[src/rtl/formula_sweep_ctrl.sv]
// formula_sweep_ctrl
//   Sweeps an assignment range through one combinational formula evaluator,
//   one vector per cycle. It tracks each issued vector through the
//   evaluator latency, counts satisfying and total results, and captures the
//   first falsifying assignment as a counterexample.
//
// State table
//   S_IDLE  | after reset, waiting for start
//   S_RUN   | issuing one vector per cycle
//   S_DRAIN | issuing stopped, waiting for in-flight results
//   S_DONE  | results stable, waiting for the next start
//
// Ports
//   clk, rst                  clock, async active-high reset
//   start, abort              sweep control (start honoured in IDLE/DONE only)
//   stop_on_fail              halt issuing at the first falsifying result
//   first_vec, last_vec       inclusive sweep range, latched at start
//   vec, vec_valid            request to the evaluator
//   eval_o                    evaluator result, EVAL_LAT cycles after vec
//   busy, done                RUN/DRAIN, and DONE level
//   fail_found, aborted       sweep status flags
//   cex_vec                   first falsifying assignment
//   sat_cnt, eval_cnt         satisfying / total accepted results
module formula_sweep_ctrl #(
  parameter int N_IN     = 31,
  parameter int EVAL_LAT = 1
) (
  input  logic            clk,
  input  logic            rst,
  input  logic            start,
  input  logic            abort,
  input  logic            stop_on_fail,
  input  logic [N_IN-1:0] first_vec,
  input  logic [N_IN-1:0] last_vec,
  output logic [N_IN-1:0] vec,
  output logic            vec_valid,
  input  logic            eval_o,
  output logic            busy,
  output logic            done,
  output logic            fail_found,
  output logic            aborted,
  output logic [N_IN-1:0] cex_vec,
  output logic [N_IN:0]   sat_cnt,
  output logic [N_IN:0]   eval_cnt
);

  typedef enum logic [1:0] {S_IDLE, S_RUN, S_DRAIN, S_DONE} state_t;

  localparam logic [N_IN:0] CNT_MAX = {1'b1, {N_IN{1'b0}}};

  state_t          state_q, state_d;
  logic [N_IN-1:0] next_q, next_d;
  logic [N_IN-1:0] last_q, last_d;
  logic            sof_q, sof_d;
  logic            fail_q, fail_d;
  logic            abort_q, abort_d;
  logic [N_IN-1:0] cex_q, cex_d;
  logic [N_IN:0]   sat_q, sat_d;
  logic [N_IN:0]   evc_q, evc_d;

  // Tag pipeline; stage 0 holds the newest issue, stage EVAL_LAT-1 the head.
  logic [EVAL_LAT-1:0]           pv_q, pv_d;
  logic [EVAL_LAT-1:0]           pdis_q, pdis_d;
  logic [EVAL_LAT-1:0][N_IN-1:0] pvec_q, pvec_d;

  logic accept;
  logic new_fail;
  logic kill;
  logic issue;

  always_comb begin
    state_d = state_q;
    next_d  = next_q;
    last_d  = last_q;
    sof_d   = sof_q;
    fail_d  = fail_q;
    abort_d = abort_q;
    cex_d   = cex_q;
    sat_d   = sat_q;
    evc_d   = evc_q;

    issue    = (state_q == S_RUN);
    accept   = pv_q[EVAL_LAT-1] & ~pdis_q[EVAL_LAT-1];
    new_fail = accept & ~eval_o & ~fail_q;
    // First failure under stop_on_fail voids everything issued after it,
    // including the vector being pushed this very cycle.
    kill     = new_fail & sof_q;

    pv_d[0]   = issue;
    pvec_d[0] = next_q;
    pdis_d[0] = kill;
    for (int i = 1; i < EVAL_LAT; i++) begin
      pv_d[i]   = pv_q[i-1];
      pvec_d[i] = pvec_q[i-1];
      pdis_d[i] = pdis_q[i-1] | kill;
    end

    if (accept) begin
      if (evc_q != CNT_MAX) evc_d = evc_q + 1'b1;
      if (eval_o && (sat_q != CNT_MAX)) sat_d = sat_q + 1'b1;
      if (new_fail) begin
        fail_d = 1'b1;
        cex_d  = pvec_q[EVAL_LAT-1];
      end
    end

    case (state_q)
      S_IDLE, S_DONE: begin
        if (start) begin
          next_d  = first_vec;
          last_d  = last_vec;
          sof_d   = stop_on_fail;
          fail_d  = 1'b0;
          abort_d = 1'b0;
          cex_d   = '0;
          sat_d   = '0;
          evc_d   = '0;
          state_d = (first_vec > last_vec) ? S_DONE : S_RUN;
        end
      end
      S_RUN: begin
        if (abort) abort_d = 1'b1;
        // Compare before incrementing so an all-ones last_vec never wraps.
        if (kill || abort || (next_q == last_q)) state_d = S_DRAIN;
        else next_d = next_q + 1'b1;
      end
      S_DRAIN: begin
        if (abort) abort_d = 1'b1;
        // Leave as the head retires so done lands one cycle after the last result.
        if (pv_d == '0) state_d = S_DONE;
      end
      default: state_d = S_IDLE;
    endcase
  end

  always_ff @(posedge clk or posedge rst) begin
    if (rst) begin
      state_q <= S_IDLE;
      next_q  <= '0;
      last_q  <= '0;
      sof_q   <= 1'b0;
      fail_q  <= 1'b0;
      abort_q <= 1'b0;
      cex_q   <= '0;
      sat_q   <= '0;
      evc_q   <= '0;
      pv_q    <= '0;
      pdis_q  <= '0;
      pvec_q  <= '0;
    end else begin
      state_q <= state_d;
      next_q  <= next_d;
      last_q  <= last_d;
      sof_q   <= sof_d;
      fail_q  <= fail_d;
      abort_q <= abort_d;
      cex_q   <= cex_d;
      sat_q   <= sat_d;
      evc_q   <= evc_d;
      pv_q    <= pv_d;
      pdis_q  <= pdis_d;
      pvec_q  <= pvec_d;
    end
  end

  assign vec        = next_q;
  assign vec_valid  = (state_q == S_RUN);
  assign busy       = (state_q == S_RUN) || (state_q == S_DRAIN);
  assign done       = (state_q == S_DONE);
  assign fail_found = fail_q;
  assign aborted    = abort_q;
  assign cex_vec    = cex_q;
  assign sat_cnt    = sat_q;
  assign eval_cnt   = evc_q;

endmodule

[config.mk]
export PLATFORM = sky130hd
export DESIGN_NAME = formula_sweep_ctrl
export DESIGN_NICKNAME = d
export VERILOG_FILES = /design/src/rtl/formula_sweep_ctrl.sv
export SDC_FILE = /design/constraint.sdc
export NUM_CORES = 1
export LEC_CHECK = 0
export CORE_AREA = 2 2 135 137
export CTS_BUF_LIST = sky130_fd_sc_hd__clkbuf_4 sky130_fd_sc_hd__clkbuf_8
export DETAILED_ROUTE_END_ITERATION = 12
export DIE_AREA = 0 0 137 139
export GPL_TIMING_DRIVEN = 0
export PLACE_DENSITY = 0.87
export SLEW_MARGIN = 10
export SYNTH_ARGS = -nofsm -noshare
export SYNTH_HDL_FRONTEND = slang
export SYNTH_SLANG_ARGS = --single-unit
[constraint.sdc]
create_clock -name clk -period 13.25 [get_ports clk]
set_input_delay 2.65 -clock clk [delete_from_list [all_inputs] [get_ports clk]]
set_output_delay 2.65 -clock clk [all_outputs]
set_load 0.02 [all_outputs]
# After elaboration in Yosys (flattened, before gate mapping)
# Cells that the tools add are included.
[word_totals]
output_inout_bits = 131
regBits = 195
inputBits = 68
elab_cells = 71
[classes]
n_addsub = 3
n_bitwise = 7
n_reduce_logical = 12
eq_ne = 10
muxes = 26
magnitude_cmp = 1
[ops]
columns = ["op", "count"]
rows = [
  ["$mux W32", 8],
  ["$mux W31", 6],
  ["$add A32 B1 Y32 const B", 2],
  ["$ne A32 B32 Y1 const B", 2],
  ["$pmux W31 S2", 1],
  ["$add A31 B1 Y31 const B", 1],
  ["$eq A31 B31 Y1", 1],
  ["$gt A31 B31 Y1", 1],
  ["$mux W1", 6],
  ["$mux W2", 3],
  ["$pmux W2 S3", 1],
  ["$reduce_and A2 Y1", 3],
  ["$and A1 B1 Y1", 4],
  ["$eq A2 B2 Y1 const B", 2],
  ["$ne A2 B1 Y1 const B", 2],
  ["$ne A2 B2 Y1 const B", 2],
  ["$reduce_or A2 Y1", 2],
  ["$logic_or A1 B1 Y1", 3],
  ["$not A1 Y1", 3],
  ["$reduce_and A3 Y1", 1],
  ["$eq A2 B1 Y1 const B", 1],
  ["$logic_not A2 Y1", 1],
  ["$pmux W1 S2", 1],
  ["$reduce_bool A2 Y1", 1],
  ["$logic_and A1 B1 Y1", 1],
]

# Depth between registers and ports, before layout
[logic_depth]
word_depth = 9
depth_mapped = 9
depth_no_buf = 8

# Least setup slack after synthesis
# Ideal clock, no wire load.
[synth_path]
path_kind = "in2reg"
startpoint = "input eval_o"
endpoint = "register sat_q[26], in the netlist sat_cnt[26]"
path_buffers = 0
path_slack_ps = 9241
stages = 6
required_time_ps = 13172
arrival_time_ps = 3931
setup_time_ps = 78
cell_sequence = "nand3b_1 nor2_1 nand3_1 nand2b_1 or3_1 a21oi_1"
[synth_via]
elab_chain_cells = 5
[synth_lines]
columns = ["item", "line", "text"]
rows = [
  ["start, declared", "37", "input logic eval_o,"],
  ["$logic_and A1 B1 Y1 *", "100", "if (eval_o && (sat_q != CNT_MAX)) sat_d = sat_q + 1'b1;"],
  ["$mux W32 *", "100", ""],
  ["$mux W32 *", "98", "if (accept) begin"],
  ["$mux W32", "109", "if (start) begin"],
  ["$mux W32 *", "107", "case (state_q)"],
  ["via sat_d[26]", "58", "logic [N_IN:0] sat_q, sat_d;"],
  ["end signal, assigned", "158", "sat_q <= sat_d;"],
  ["end, declared", "58", ""],
]
# Mark *: on every way through the listed nets, which the timed path passes. The rest lies on a longest branch.
# A chain may end at the register's enable or synchronous reset.

# Worst setup path after layout
[layout_path]
startpoint = "input start"
endpoint = "register sat_q[4], in the netlist sat_cnt[4]"
[layout_via]
elab_chain_cells = 2
[layout_lines]
columns = ["item", "line", "text"]
rows = [
  ["start, declared", "30", "input logic start,"],
  ["$mux W32", "109", ""],
  ["$mux W32", "107", ""],
  ["via sat_d[4]", "58", ""],
]
# The timed path passes the listed nets, and every way through them passes these cells.

==> impl_metrics.toml <==
[yosys]
async_flop_share_pct = 100
synth_cells = 1069
synth_edf_count = 0
ys_types = 54
yosysSeqAreaShare_pct = 48.5
syn_area_per_cell_um2 = 9.41
ys_warn_count = 0
synth_seq_cells = 195
syn-num-nets = 1176
synth_top_area_share_pct = 48.5
synth_area_leaders = "dfrtp_1 49%, xor2_1 5.6%, nand2_1 5.5%"
synthesis.area_um2 = 10100
ys.flop_type = "dfrtp_1"
synth_top_area_cell = "dfrtp_1"

[power_and_ir_drop]
vdd_drop_max_mv = 0.114
power.switching_mw = 1.07
pwr-share-seq_pct = 38.1
p_leak_nw = 5.47
p_int_mw = 1.48
power_mw = 2.55
p_clk_share_pct = 16.7
combPwrFrac_pct = 45.2
p_per_area_nw_per_um2 = 199
swShare_pct = 42.0

[run_status]
status = "finished, final reports clean"

[min_path]
hp-class = "reg -> reg"
min_to = "pvec_q[12]"
holdPathStages = 0
hp-start = "vec[12]"

[worst_setup_path]
crit_fanout = 10
worstSetupPathType = "in -> reg"
crit_arrival_ns = 4.96
start_kind = "input pin"
critical_path_buf_inv_count = 4
cpMostUsedCell = "clkbuf_1"
critPathCaptureType = "flop"
crit_required_ns = 13.59
ff2ff_path_depth = 6
max_stage_delay_ns = 0.58
rrSetupSlack_ns = 10.53
r2r-end = "sat_cnt[4]"
crit_slowest_cell = "clkbuf_1"
r2r_start = "state_q[0]"
crit_chain = "clkdlybuf4s50_1, and2_1, clkbuf_1, clkbuf_1, buf_1, nor2_1"
critPathTopFamily = "buffers and inverters"

[global_route]
met1_usage_pct = 39.0
grt_util_met2_pct = 48.3
grt-ovfl-total = 0
grt_util_met3_pct = 4.09
grt_pass1_wl_um = 43400
grt_pass1_vias = 8473
antenna_found_initial = 0
grt_max_degree = 110
grt_use_total_pct = 29.2
busiest_layer = "met2"

[drt]
via_per_inst = 5.86
routed_wl_um = 27500
drt_first_pass_iters = 5
drc = 0
ant_nets = 0
via_count = 8955
routedWlPerCell_um = 18.0
drt-initial-drc-count = 723

[finish]
fin_util_pct = 72.5
diodes = 0
drive_gt1_share_pct = 5.77
nFillCells = 1323
design_area_um2 = 12800
fin_nets = 1394
areaGrowthSynthToFinish_pct = 27.4
final_cells = 1529

[sta]
setup_viol = 0
worst_slew_pin_slew_ns = 0.768
rsz0062_at_grt = "false"
relSlewSlack_pct = 48.0
fin_tns_setup_ns = 0
min_period_ns = 4.62
fin_skew_ns = 0.0114
fmax_mhz = 216
hold_violations = 0
layout_worst_path_cycle_share_pct = 34.9
final_max_slew_viol_count = 0

[clocking]
htree_levels = 4
post-cts-setup-buffers = 0
cts_hold_buf = 0
cts_made_buffers = 17
insertion_delay_ns = 0.47
cts_root_buf = "clkbuf_8"
cts_tree = "yes"
cts.sinks = 195
cts_resized = 0
clk_pin_slew_worst_paths_ns = 0.09
clock_tree.buffer_depth = 2

[die]
die_area_um2 = 19000
core_um2 = 17700
die_h_um = 139
start_util_pct = 57.0
rows = 49
ios = 199
die_w_um = 137

[place]
place_inst = 1497
dp_hpwl_um = 20900
gp_congestion = 0.934
portBuffers = 198
place_area_um2 = 12400

[job]
cap_violations = 0
-- logic make-up after synthesis --
family	share of synthesized area, %
and+or+nand+nor	20.1
DFF	48.5
muxes	0.498
adders and majority gates	4.85
xor gates and xnor gates	7.40
buffers and inverters	4.63
AOI/OAI and AO/OA	14.0
-- power by group through the flow --
stage | clock network (mW) | registers [mW] | logic, mW
6_report | 0.427 | 0.972 | 1.15
4_1_cts | 0.433 | 0.968 | 1.15
3_3_place_gp | 0 | 0.972 | 1.12
2_1_floorplan | 0 | 1.04 | 0.602
5_1_grt | 0.454 | 0.995 | 1.24
3_5_place_dp | 0 | 0.980 | 1.15
-- worst max-delay path by stage --
stage / from / to / slack, ns / cells after the start
final: start / sat_cnt[4] / 8.63 / 6
after global routing: start / sat_cnt[30] / 8.49 / 6
after CTS: state_q[0] / busy / 8.61 / 3
after detailed placement: start / sat_cnt[4] / 8.12 / 6
after global placement: rst / last_q[21] / 3.04 / 2
after floorplan: rst / aborted / 5.29 / 1
-- per-stage QoR --
step	hold slack [ns]	setup WS (ns)
final	0.401	8.63
after detailed placement	0.382	8.12
after CTS	0.403	8.61
after global routing	0.422	8.49
after global placement	0.384	3.04
after floorplan	0.437	5.29
-- layer usage --
layer	vias to the layer above	routed length, µm
met3	67	1700
met5	-	0
met4	0	767
li1	4185	-
met2	373	13500
met1	4330	11600
-- registers in the layout, indices dropped and copies added (netlist names) --
signal / cells
sof_q: 1
state_q: 2
fail_found: 1
pv_q: 1
aborted: 1
last_q: 31
cex_vec: 31
vec: 31
eval_cnt: 32
pvec_q: 31
pdis_q: 1
sat_cnt: 32
-- layout by cell type (no fill, tap or decap), drive strengths merged, types with 4 or more instances in the layout --
master and n:
clkdlybuf4s50 198, dfrtp 195, nand2 149, nor2 110, xor2 64, o21ai 63, a21oi 61, clkbuf 59
inv 53, nand3 46, ha 39, nand4 28, buf 22, xnor2 21, nor4 21, nor3 19
a221oi 16, and3 15, and4 13, o22ai 12, or3 12, a211oi 8, a31oi 7, a2bb2oi 6
and2 5, mux2i 5, a311oi 5, nand2b 4, o22a 4, a22oi 4, bufinv 4, o211ai 4
clkinv 4
-- synth_stat cells (all sizes together), types with 2 or more instances --
cell type,count
a21oi,61
nand4,28
a311oi,5
nor3,19
o22ai,12
clkbuf,36
a221oi,16
a21o,2
nor4,21
o2bb2ai,3
nand3b,2
o2111ai,2
mux2i,5
o22a,4
buf,21
nor2,110
o211ai,4
nand2b,4
nand2,149
a211oi,8
a41oi,3
dfrtp,195
o21ai,63
a2bb2oi,6
a22oi,4
and2,5
ha,39
xnor2,21
and4,13
and3,15
xor2,64
inv,53
nand3,46
or3,12
a31oi,7
-- final cells by class --
cell class / count / area (µm²) / area share [%]
multi-input cells: 764 / 4710 / 36.8
clock inverters: 9 / 151 / 1.18
flip-flops and latches: 195 / 4880 / 38.1
repair buffers: 199 / 2010 / 15.7
clock buffers: 23 / 298 / 2.32
well taps: 229 / 287 / 2.24
inverters: 53 / 206 / 1.61
plain buffers: 57 / 267 / 2.08
Power figures use the tool's default switching activity.
